==> src/rtl/byte_serial_add_arbiter.sv <==
// byte_serial_add_arbiter
//   Shares one 8-bit byte adder between two requesters. A round-robin arbiter
//   accepts one wide add (8*OP_BYTES bits) at a time. The operation is then
//   summed least-significant byte first, one byte per clock, with the carry
//   chained through a register. The result comes back on a valid/ready
//   response port, tagged with the owning requester's ID.
//
// Ports
//   clk                  system clock, all state changes on the rising edge
//   rst_n                synchronous active-low reset
//   req0_valid/ready     requester 0 handshake; req0_a/req0_b are its operands
//   req1_valid/ready     requester 1 handshake; req1_a/req1_b are its operands
//   rsp_valid/ready      response handshake
//   rsp_id               requester that owns the response
//   rsp_sum              (A+B) mod 2^W
//   rsp_cout             carry out of the most significant byte
//   busy                 high whenever the controller is not idle
module byte_serial_add_arbiter #(
    parameter int OP_BYTES = 4
) (
    input  logic                    clk,
    input  logic                    rst_n,
    input  logic                    req0_valid,
    output logic                    req0_ready,
    input  logic [8*OP_BYTES-1:0]   req0_a,
    input  logic [8*OP_BYTES-1:0]   req0_b,
    input  logic                    req1_valid,
    output logic                    req1_ready,
    input  logic [8*OP_BYTES-1:0]   req1_a,
    input  logic [8*OP_BYTES-1:0]   req1_b,
    output logic                    rsp_valid,
    input  logic                    rsp_ready,
    output logic                    rsp_id,
    output logic [8*OP_BYTES-1:0]   rsp_sum,
    output logic                    rsp_cout,
    output logic                    busy
);
    localparam int W     = 8 * OP_BYTES;
    localparam int IDX_W = (OP_BYTES > 1) ? $clog2(OP_BYTES) : 1;
    localparam logic [IDX_W-1:0] LAST_IDX = IDX_W'(OP_BYTES - 1);

    typedef enum logic [1:0] {
        IDLE = 2'd0,
        ADD  = 2'd1,
        DONE = 2'd2
    } state_t;

    state_t             state_q, state_d;
    logic [IDX_W-1:0]   idx_q, idx_d;
    logic               carry_q, carry_d;
    logic [W-1:0]       a_q, a_d;
    logic [W-1:0]       b_q, b_d;
    logic [W-1:0]       acc_q, acc_d;
    logic               owner_q, owner_d;
    logic               last_grant_q, last_grant_d;
    logic [W-1:0]       rsp_sum_q, rsp_sum_d;
    logic               rsp_cout_q, rsp_cout_d;
    logic               rsp_id_q, rsp_id_d;

    // Operands viewed as byte lanes so the active byte is a plain array select.
    logic [7:0] a_byte [OP_BYTES];
    logic [7:0] b_byte [OP_BYTES];

    genvar gi;
    generate
        for (gi = 0; gi < OP_BYTES; gi++) begin : g_lane
            assign a_byte[gi] = a_q[gi*8 +: 8];
            assign b_byte[gi] = b_q[gi*8 +: 8];
        end
    endgenerate

    logic [8:0] byte_sum;
    assign byte_sum = {1'b0, a_byte[idx_q]} + {1'b0, b_byte[idx_q]} + {8'd0, carry_q};

    // Under contention the requester that did not win last time is chosen.
    // last_grant_q resets to 1, so requester 0 wins the first contention.
    logic gnt0, gnt1, idle;
    assign idle = (state_q == IDLE);
    assign gnt0 = req0_valid && (!req1_valid || last_grant_q);
    assign gnt1 = req1_valid && (!req0_valid || !last_grant_q);

    assign req0_ready = idle && gnt0;
    assign req1_ready = idle && gnt1;
    assign rsp_valid  = (state_q == DONE);
    assign busy       = !idle;
    assign rsp_sum    = rsp_sum_q;
    assign rsp_cout   = rsp_cout_q;
    assign rsp_id     = rsp_id_q;

    always_comb begin
        state_d      = state_q;
        idx_d        = idx_q;
        carry_d      = carry_q;
        a_d          = a_q;
        b_d          = b_q;
        acc_d        = acc_q;
        owner_d      = owner_q;
        last_grant_d = last_grant_q;
        rsp_sum_d    = rsp_sum_q;
        rsp_cout_d   = rsp_cout_q;
        rsp_id_d     = rsp_id_q;
        case (state_q)
            IDLE: begin
                if (gnt0 || gnt1) begin
                    a_d          = gnt1 ? req1_a : req0_a;
                    b_d          = gnt1 ? req1_b : req0_b;
                    owner_d      = gnt1;
                    last_grant_d = gnt1;
                    carry_d      = 1'b0;
                    idx_d        = '0;
                    state_d      = ADD;
                end
            end
            ADD: begin
                acc_d[idx_q*8 +: 8] = byte_sum[7:0];
                carry_d             = byte_sum[8];
                if (idx_q == LAST_IDX) begin
                    // The accumulator is private, so the response registers
                    // only change once a complete result exists.
                    rsp_sum_d  = acc_d;
                    rsp_cout_d = byte_sum[8];
                    rsp_id_d   = owner_q;
                    state_d    = DONE;
                end else begin
                    idx_d = idx_q + 1'b1;
                end
            end
            DONE: begin
                if (rsp_ready) begin
                    state_d = IDLE;
                end
            end
            default: state_d = IDLE;
        endcase
    end

    always_ff @(posedge clk) begin
        if (!rst_n) begin
            state_q      <= IDLE;
            idx_q        <= '0;
            carry_q      <= 1'b0;
            a_q          <= '0;
            b_q          <= '0;
            acc_q        <= '0;
            owner_q      <= 1'b0;
            last_grant_q <= 1'b1;
            rsp_sum_q    <= '0;
            rsp_cout_q   <= 1'b0;
            rsp_id_q     <= 1'b0;
        end else begin
            state_q      <= state_d;
            idx_q        <= idx_d;
            carry_q      <= carry_d;
            a_q          <= a_d;
            b_q          <= b_d;
            acc_q        <= acc_d;
            owner_q      <= owner_d;
            last_grant_q <= last_grant_d;
            rsp_sum_q    <= rsp_sum_d;
            rsp_cout_q   <= rsp_cout_d;
            rsp_id_q     <= rsp_id_d;
        end
    end
endmodule

==> config.mk <==
export PLATFORM = sky130hd
export DESIGN_NAME = byte_serial_add_arbiter
export DESIGN_NICKNAME = d
export VERILOG_FILES = /design/src/rtl/byte_serial_add_arbiter.sv
export SDC_FILE = /design/constraint.sdc
export NUM_CORES = 1
export LEC_CHECK = 0
export BUFFER_PORTS_ARGS = -buffer_cell sky130_fd_sc_hd__buf_4
export CORE_MARGIN = 4
export CORE_UTILIZATION = 53
export DETAILED_ROUTE_END_ITERATION = 8
export PLACE_DENSITY = 0.86
export RECOVER_POWER = 50
export SYNTH_ARGS = -nofsm -noshare
export SYNTH_HDL_FRONTEND = slang
export SYNTH_SLANG_ARGS = --single-unit
==> constraint.sdc <==
create_clock -name clk -period 3.74 [get_ports clk]
set_input_delay 0 -clock clk [delete_from_list [all_inputs] [get_ports clk]]
set_output_delay 0 -clock clk [all_outputs]
set_load 0.01 [all_outputs]
==> results_dict.tcl, run 1 <==
set metrics [dict create \
    num_antenna_cells 0 \
    clkTransAtPathRegs_ns 0.06 \
    final_cell_mix "144 x buf_4, 137 x dfxtp_1, 115 x nor2_1" \
    status "finished with violations" \
    dr.pass1.iters 5 \
    drive_above_1_share 0.223 \
    p_sw_mw 1.19 \
    cp.required_ns 3.95 \
    seq_area_frac_synth 0.420 \
    port_buffers 170 \
    synth-seq-cells 137 \
    cts.root.buffer_cell "clkbuf_16" \
    grt_max_degree 109 \
    die_h_um 119 \
    power_per_cell_area_nw_per_um2 461 \
    maxSlewViolCount 137 \
    worstSetupPathType "register to register" \
    cp-start-kind "register" \
    grt_overflow 0 \
    area_growth_pct 43.4 \
    drtIter0Drc 825 \
    hold_viol_final 0 \
    initial_core_util 0.542 \
    pwr-share-clk 0.421 \
    syn_avg_cell_area_um2 9.57 \
    synth_edf_count 0 \
    antenna_found_initial 0 \
    cp.arrival_ns 3.67 \
    rsz0062_at_grt "no" \
    ys_types 55 \
    nFillCells 683 \
    ioPinCount 171 \
    clockBufferDepth 2 \
    synth_fp_nets 831 \
    violations "capacitance limit, slew limit" \
    cp-startpoint "idx_q[0]" \
    worstMarginPinSlew_ns 2.21 \
    setup_viol 0 \
    pre_cts_ws_ns 0.382 \
    ir_worst_vdd_mv 0.307 \
    relSlewSlack -0.475 \
    async_reset_ff_frac 0 \
    timing.final.crit_share 0.923 \
    multiInputGateArea_um2 3520 \
    vias 6901 \
    reg2regPathDepth 9 \
    die-width_um 119 \
    p_seq_frac 0.376 \
    cts_inserted_buffers 17 \
    grt_pass1_wl_um 37900 \
    syn_area_um2 6540 \
    cts.sink_count 137 \
    grtUsageTotal 0.339 \
    fin_ws_ns 0.286 \
    r2r_start "idx_q[0]" \
    setup_tns_ns 0 \
    dieArea_um2 14200 \
    synth_ff_type "dfxtp_1" \
    final_common_cell "buf_4" \
    ant_nets 0 \
    clock_skew_ns 0.00957 \
    cp-end-kind "register" \
    core_um2 12100 \
    ys_warn_count 0 \
    min_period_ns 3.45 \
    clk_latency_ns 0.42 \
    fin_nets 1076 \
    power.internal_mw 3.13 \
    row_count 40 \
    fmax_ghz 0.290 \
    syn_inst 683 \
    dpl.hpwl_um 13200 \
    routed_wl_um 24600 \
    seq_area_um2 2740 \
    htreeDepth 4 \
    cts_tree "done" \
    endpoint "acc_q[30]" \
    gp_congestion 0.904 \
    routed_via_density 6.22 \
    leakage_nw 3.74 \
    regToRegSetupSlack_ns 0.29 \
    cp_max_fo 23 \
    comb_power_share 0.202 \
    drv_cap 2 \
    hold_class "input port to register" \
    worstReg2RegEnd "acc_q[30]" \
    drc 0 \
    wire_per_inst_um 22.1 \
    grt_pass1_vias 7048 \
    switching_share 0.275 \
]
-- stage by stage --
step / total power, mW / util / hold WS [ns] / cell area [µm²] / std cells
after floorplan: 2.08 / - / 0.135 / 6540 / 683
after global placement: 2.32 / 0.659 / 0.275 / 7950 / 983
after global routing: 4.43 / 0.777 / 0.00630 / 9370 / 1109
after CTS: 4.22 / 0.789 / 0.00148 / 9520 / 1108
final: 4.32 / 0.777 / 0.0164 / 9370 / 1109
after detailed placement: 2.35 / 0.659 / 0.283 / 7950 / 983
-- worst min path at each step --
stage	start	endpoint	slack (ns)	cells past startpoint
floorplan	req0_valid	req0_ready	0.14	2
global placement	rsp_ready	state_q[1]	0.28	3
detailed placement	rsp_ready	state_q[1]	0.28	3
CTS	req0_b[17]	b_q[17]	0.001	3
global route	req0_a[16]	a_q[16]	0.006	3
finish	req0_b[18]	b_q[18]	0.02	3
-- power groups by stage --
stage	clock network, mW	logic (mW)	registers [mW]
6_report	1.82	0.875	1.63
4_1_cts	1.80	0.809	1.61
3_5_place_dp	0	0.706	1.64
5_1_grt	1.87	0.924	1.63
2_1_floorplan	0	0.460	1.62
3_3_place_gp	0	0.681	1.63
-- cells by family after synthesis --
kind of cell	after synthesis	synth area share
flops	137	0.420
simple gates	174	0.127
xor+xnor	2	0.00268
fa+ha+maj	15	0.0310
buf+inv	65	0.0433
compound gates	210	0.223
mux	80	0.153
-- cell type report --
cell class              instances  area share
clock inverters                11      0.0180
flip-flops and latches        137       0.293
multi-input cells             481       0.376
well taps                     168      0.0224
inverters                      11     0.00454
clock buffers                  21      0.0502
repair buffers                280       0.236
-- synthesized netlist by cell type (2+ instances only) --
cell / n / area share
a21oi_1: 33 / 0.025
nor3b_1: 5 / 0.0057
ha_1: 13 / 0.025
nor2_1: 116 / 0.067
o21ai_1: 5 / 0.0038
or4_1: 2 / 0.0023
a221oi_1: 4 / 0.0054
dfxtp_1: 137 / 0.42
a32o_1: 4 / 0.0061
fa_1: 2 / 0.0061
nor2b_1: 6 / 0.0057
mux4_2: 16 / 0.055
inv_1: 9 / 0.0052
nand3_1: 5 / 0.0038
buf_4: 2 / 0.0023
nand2_1: 17 / 0.0098
nor3_1: 3 / 0.0023
nand2b_1: 5 / 0.0048
a211oi_1: 90 / 0.10
o22ai_1: 5 / 0.0048
nor3_2: 3 / 0.0046
a32oi_1: 4 / 0.0054
mux2i_1: 64 / 0.098
o211ai_1: 2 / 0.0023
a22oi_1: 21 / 0.024
a21o_1: 3 / 0.0034
and3b_1: 2 / 0.0027
o21ai_0: 26 / 0.020
clkbuf_1: 27 / 0.016
o32ai_1: 3 / 0.0040
buf_2: 25 / 0.019
-- critical path, stage by stage, from the launching register on --
cell,delay (ns)
dfxtp_1,0.36
buf_4,0.36
mux4_2,0.39
fa_1,0.47
fa_1,0.48
a211oi_1,0.43
nor4_1,0.09
nand4b_2,0.34
a32oi_1,0.27
nor2_1,0.06
-- flip-flops by register name, indices dropped and copies added (netlist names) --
name / flops
a_q: 32
acc_q: 32
b_q: 32
carry_q: 1
idx_q: 2
last_grant_q: 1
owner_q: 1
rsp_cout: 1
rsp_id: 1
rsp_sum: 32
state_q: 2
-- layer usage --
metal | wire length (µm) | share of wire | track usage
met5 | 0 | 0 | 0
met4 | 1330 | 0.054 | 0.188
met3 | 2470 | 0.10 | 0.104
met2 | 11700 | 0.48 | 0.572
met1 | 9020 | 0.37 | 0.379
-- repair_timing --
action / 4_1_cts / 5_1_grt
gates resized for setup: 0 / 0
hold buffers: 93 / 1
hold endpoints to repair: 52 / 1
buffers inserted: 0 / 0
Power figures use the tool's default switching activity.
==> run 2: changes to the inputs <==
--- a/config.mk
+++ b/config.mk
@@ -6,8 +6,11 @@
 export NUM_CORES = 1
 export LEC_CHECK = 0
 export BUFFER_PORTS_ARGS = -buffer_cell sky130_fd_sc_hd__buf_4
+export CAP_MARGIN = 5
+export CELL_PAD_IN_SITES_DETAIL_PLACEMENT = 1
+export CELL_PAD_IN_SITES_GLOBAL_PLACEMENT = 1
 export CORE_MARGIN = 4
-export CORE_UTILIZATION = 53
+export CORE_UTILIZATION = 40
 export DETAILED_ROUTE_END_ITERATION = 8
 export PLACE_DENSITY = 0.86
 export RECOVER_POWER = 50
==> run 2 against run 1 <==
  * The flow finishes with violations (hold timing, capacitance limit, slew limit)
  * Maximum frequency shrank 3.8%
  * Clock skew up 0.0031 ns
  * Non-clock buffer count increased by 1
  * First-iteration DRC count shrank 24%
  * Clock-buffer cell count stayed put
  * Power decreased by 0.76%
  * Sequential power is essentially flat
  * Core utilization is 19 points lower
  * Hold slack got worse by 0.020 ns
  * Final area up 0.15%
  * Cell count increased by 4.4%
  * Highest routed layer unchanged
==> results_dict.tcl, run 2 (synthesis results as in run 1) <==
set metrics [dict create \
    grt_pass1_vias 7395 \
    initial_core_util 0.410 \
    clockBufferDepth 2 \
    power_per_cell_area_nw_per_um2 457 \
    num_antenna_cells 0 \
    hold_viol_final 1 \
    grt_pass1_wl_um 42000 \
    final_common_cell "buf_4" \
    clkTransAtPathRegs_ns 0.06 \
    comb_power_share 0.207 \
    grtUsageTotal 0.299 \
    maxSlewViolCount 135 \
    antenna_found_initial 0 \
    row_count 46 \
    leakage_nw 3.72 \
    fin_nets 1077 \
    grt_overflow 0 \
    cts_inserted_buffers 17 \
    dieArea_um2 18400 \
    cts_tree "done" \
    fmax_ghz 0.279 \
    routed_via_density 5.89 \
    violations "hold timing, capacitance limit, slew limit" \
    postLayoutCellArea_um2 9390 \
    cp.arrival_ns 3.90 \
    final_cell_mix "141 x buf_4, 137 x dfxtp_1, 115 x nor2_1" \
    htreeDepth 4 \
    drv_cap 2 \
    wire_per_inst_um 23.8 \
    timing.final.crit_share 0.960 \
    ant_nets 0 \
    crit_path_top_delay_cell "mux4_2" \
    relSlewSlack -0.554 \
    power.internal_mw 3.06 \
    drtIter0Drc 628 \
    clk_latency_ns 0.43 \
    min_period_ns 3.59 \
    die_h_um 136 \
    core_um2 15900 \
    p_seq_frac 0.381 \
    cp-start-kind "register" \
    switching_share 0.286 \
    gp_congestion 0.872 \
    place_area_um2 8000 \
    status "finished with violations" \
    dr.pass1.iters 5 \
    worstMarginPinSlew_ns 2.33 \
    crit_chain "mux4_2 > fa_1 > fa_1 > a211oi_1 > nor4_1 > nand4b_2 > a221oi_1 > nor2_1" \
    crit_path_max_incr_delay_ns 0.56 \
    cts.sink_count 137 \
    reg2regPathDepth 8 \
    setup_tns_ns 0 \
    cp_max_fo 8 \
    hold_path_depth 3 \
    area_growth_pct 43.6 \
    clock_skew_ns 0.0126 \
    die-width_um 136 \
    port_buffers 170 \
    crit_top_cell "fa_1" \
    routed_wl_um 27600 \
    drive_above_1_share 0.220 \
    vias 6816 \
    cp-end-kind "register" \
    p_sw_mw 1.23 \
    setup_viol 0 \
    ioPinCount 171 \
    cts.root.buffer_cell "clkbuf_16" \
    cp.required_ns 4.05 \
    drc 0 \
    hold_class "input port to register" \
    post-route-util 0.589 \
    rsz0062_at_grt "no" \
    grt_max_degree 130 \
    dpl.hpwl_um 14200 \
    pwr-share-clk 0.412 \
    hold_slack_ns -0.00379 \
    worstSetupPathType "register to register" \
    ir_worst_vdd_mv 0.303 \
]
-- run 2: cell count changes in the layout (fill, tap and decap cells not counted), sizes merged --
cell	delta
bufinv	-1
buf	-4
clkbuf	+5
clkinv	+1
-- run 2: area by class of cell --
cell class | instances | area (µm²)
fillers | 1771 | 6560
multi-input cells | 481 | 3520
flip-flops and latches | 137 | 2740
repair buffers | 281 | 2190
clock buffers | 21 | 470
well taps | 216 | 270
clock inverters | 11 | 145
inverters | 11 | 42.5
-- run 2: final timing paths --
path,slack [ns],startpoint,to
setup / recovery,0.15,idx_q[1],rsp_sum[6]
hold / removal,-0.004,req0_a[8],a_q[8]
setup reg to reg,0.15,idx_q[1],rsp_sum[6]
hold reg to reg,0.46,owner_q,rsp_id
-- run 2: worst max-delay path: cells and delay by family, from the launching register on --
| kind | cells | cell delay, ns |
|---|---|---|
| mux | 1 | 0.56 |
| fa+ha+maj | 2 | 0.92 |
| simple gates | 3 | 0.55 |
| compound gates | 2 | 0.92 |
| flops | 1 | 0.51 |
-- run 2: metal layers --
| metal | vias to the layer above | GRT usage | share of wire |
|---|---|---|---|
| li1 | 3048 | - | - |
| met1 | 3342 | 0.356 | 0.41 |
| met2 | 331 | 0.500 | 0.48 |
| met3 | 95 | 0.0744 | 0.065 |
| met4 | 0 | 0.151 | 0.048 |
| met5 | - | 0 | 0 |
-- run 2: power groups by stage --
stage | clock [mW] | sequential, mW | combinational (mW)
detailed placement | 0 | 1.64 | 0.713
CTS | 1.75 | 1.61 | 0.823
global placement | 0 | 1.64 | 0.694
global route | 1.85 | 1.64 | 0.940
floorplan | 0 | 1.62 | 0.460
finish | 1.77 | 1.63 | 0.887
-- run 2: what timing repair did --
action | 4_1_cts | 5_1_grt
hold buffers | 93 | 1
hold endpoints to repair | 50 | 1
gates resized for setup | 0 | 0
setup buffers | 0 | 0
-- run 2: stage by stage --
| stage | power [mW] | hold slack [ns] | std cells | worst slack (ns) |
|---|---|---|---|---|
| final | 4.29 | -0.00379 | 1158 | 0.151 |
| after global routing | 4.43 | 0.0114 | 1158 | 0.00814 |
| after CTS | 4.19 | 0.00137 | 1157 | 0.288 |
| after detailed placement | 2.35 | 0.291 | 1032 | 0.336 |
| after global placement | 2.33 | 0.300 | 1032 | 0.497 |
| after floorplan | 2.08 | 0.135 | 683 | 0.369 |
==> run 3: changes to the inputs <==
--- a/config.mk
+++ b/config.mk
@@ -5,12 +5,13 @@
 export SDC_FILE = /design/constraint.sdc
 export NUM_CORES = 1
 export LEC_CHECK = 0
+export ABC_AREA = 0
 export BUFFER_PORTS_ARGS = -buffer_cell sky130_fd_sc_hd__buf_4
 export CAP_MARGIN = 5
-export CELL_PAD_IN_SITES_DETAIL_PLACEMENT = 1
-export CELL_PAD_IN_SITES_GLOBAL_PLACEMENT = 1
+export CELL_PAD_IN_SITES_DETAIL_PLACEMENT = 2
+export CELL_PAD_IN_SITES_GLOBAL_PLACEMENT = 2
 export CORE_MARGIN = 4
-export CORE_UTILIZATION = 40
+export CORE_UTILIZATION = 32
 export DETAILED_ROUTE_END_ITERATION = 8
 export PLACE_DENSITY = 0.86
 export RECOVER_POWER = 50
==> run 3 against run 2 <==
  * The run still ends with hold timing, capacitance limit, slew limit left
  * Critical path depth increased by 1
  * Non-clock buffer count is 28 lower
  * Clock-buffer cell count shrank 3
  * Maximum frequency up 3.1%
  * Core utilization decreased by 13 points
  * Via count fell by 2.5%
  * Global-route usage shrank 3.0 points
  * Clock skew increased by 0.0073 ns
  * Setup slack better by 0.11 ns
  * Critical path type unchanged
  * Critical endpoint is now rsp_sum[30]
==> results_dict.tcl, run 3 (synthesis results as in run 1) <==
set metrics [dict create \
    routed_via_density 5.61 \
    cts_inserted_buffers 17 \
    gp_congestion 0.783 \
    path_buf_inv 1 \
    comb_power_share 0.210 \
    area_growth_pct 40.6 \
    setup_tns_ns 0 \
    cp.required_ns 4.06 \
    ant_nets 0 \
    min_period_ns 3.48 \
    cts.root.buffer_cell "clkbuf_16" \
    timing.final.crit_share 0.931 \
    dr.pass1.iters 5 \
    dpl.hpwl_um 16900 \
    wire_per_inst_um 25.8 \
    cpLargestDelayFamily "adder cells" \
    crit_path_top_delay_cell "fa_1" \
    die-width_um 151 \
    rsz0062_at_grt "no" \
    drv_cap 1 \
    antenna_found_initial 0 \
    fmax_ghz 0.287 \
    post_cts_buffers 0 \
    clockBufferDepth 2 \
    final_cell_mix "137 x dfxtp_1, 137 x buf_4, 114 x nor2_1" \
    p_seq_frac 0.391 \
    fin_nets 1049 \
    ioPinCount 171 \
    cp.arrival_ns 3.80 \
    clk_latency_ns 0.45 \
    clkTransAtPathRegs_ns 0.07 \
    grt_overflow 0 \
    hold_class "input port to register" \
    ir_worst_vdd_mv 0.306 \
    grt_pass1_wl_um 46000 \
    place_area_um2 8030 \
    grt_pass1_vias 7625 \
    core_um2 20200 \
    grt_max_degree 104 \
    crit_path_max_incr_delay_ns 0.47 \
    hold_slack_ns -0.00893 \
    port_buffers 170 \
    cts.sink_count 137 \
    crit_chain "buf_6 > mux4_2 > fa_1 > fa_1 > a211oi_2 > nor4_1 > nand4b_2 > a221oi_1 > nor2_1" \
    leakage_nw 3.61 \
    initial_core_util 0.324 \
    num_antenna_cells 0 \
    power.internal_mw 2.88 \
    cp-end-kind "register" \
    postLayoutCellArea_um2 9190 \
    worstMarginPinSlew_ns 2.17 \
    violations "hold timing, capacitance limit, slew limit" \
    die_h_um 151 \
    power_per_cell_area_nw_per_um2 456 \
    vias 6643 \
    relSlewSlack -0.447 \
    hold_viol_final 2 \
    clock_skew_ns 0.0199 \
    status "finished with violations" \
    drive_above_1_share 0.228 \
    cts_tree "done" \
    cp_max_fo 23 \
    grtUsageTotal 0.269 \
    routed_wl_um 30500 \
    p_sw_mw 1.32 \
    worstSetupPathType "register to register" \
    dieArea_um2 22800 \
    htreeDepth 4 \
    pwr-share-clk 0.399 \
    cp-start-kind "register" \
    drtIter0Drc 325 \
    row_count 52 \
    crit_top_cell "fa_1" \
    setup_viol 0 \
    switching_share 0.314 \
    drc 0 \
    maxSlewViolCount 101 \
]
[run 3: changes by cell type in the layout (fill, tap and decap cells not counted), sizes merged]
cell | before | now
inv | 9 | 12
clkinv | 6 | 10
clkinvlp | 4 | 2
bufinv | 3 | 1
dlygate4sd3 | 94 | 73
buf | 142 | 140
clkbuf | 66 | 58
[run 3: final timing paths]
check	depth (start not counted)	slack, ns	from	end
worst max-delay path	9	0.26	idx_q[0]	rsp_sum[30]
worst min-delay path	3	-0.009	req0_b[14]	b_q[14]
worst max register to register	9	0.26	idx_q[0]	rsp_sum[30]
worst min register to register	2	0.47	acc_q[23]	acc_q[23]
[run 3: power by group through the flow]
stage	registers (mW)	clock network (mW)	logic, mW
floorplan	1.62	0	0.460
global placement	1.64	0	0.696
detailed placement	1.65	0	0.731
CTS	1.62	1.65	0.826
global route	1.64	1.74	0.941
finish	1.64	1.67	0.882
[run 3: what timing repair did]
| item | 4_1_cts | 5_1_grt |
|---|---|---|
| endpoints found under the hold margin | 38 | 0 |
| gates resized for setup | 0 | 3 |
| hold buffers | 73 | 0 |
| endpoints found under the setup margin | 0 | 12 |
[run 3: per-layer routing]
layer	GRT usage	vias up	wire [µm]
met3	0.0524	88	1380
met1	0.277	3308	10900
met2	0.511	260	16600
li1	-	2987	-
met5	0	-	0
met4	0.139	0	1530
[run 3: metrics by stage]
| step | utilization | cells | setup slack [ns] | total power, mW |
|---|---|---|---|---|
| after floorplan | - | 683 | 0.369 | 2.08 |
| after global placement | 0.398 | 1079 | 0.478 | 2.34 |
| after detailed placement | 0.398 | 1079 | 0.360 | 2.38 |
| after CTS | 0.462 | 1184 | 0.251 | 4.10 |
| after global routing | 0.455 | 1184 | 0.118 | 4.32 |
| final | 0.455 | 1184 | 0.258 | 4.19 |
[run 3: layout make-up]
cell class	instances	area, µm²
fill	2161	11000
inverter	11	42.5
timing repair buffer	253	1960
sequential	137	2740
clock buffer	18	439
clock inverter	14	123
multi-input combinational	481	3540
tap	270	338
[run 3: worst min-delay path, stage by stage]
cell      delay, ns
buf_4          0.11
mux2i_1        0.14
a211oi_1       0.12
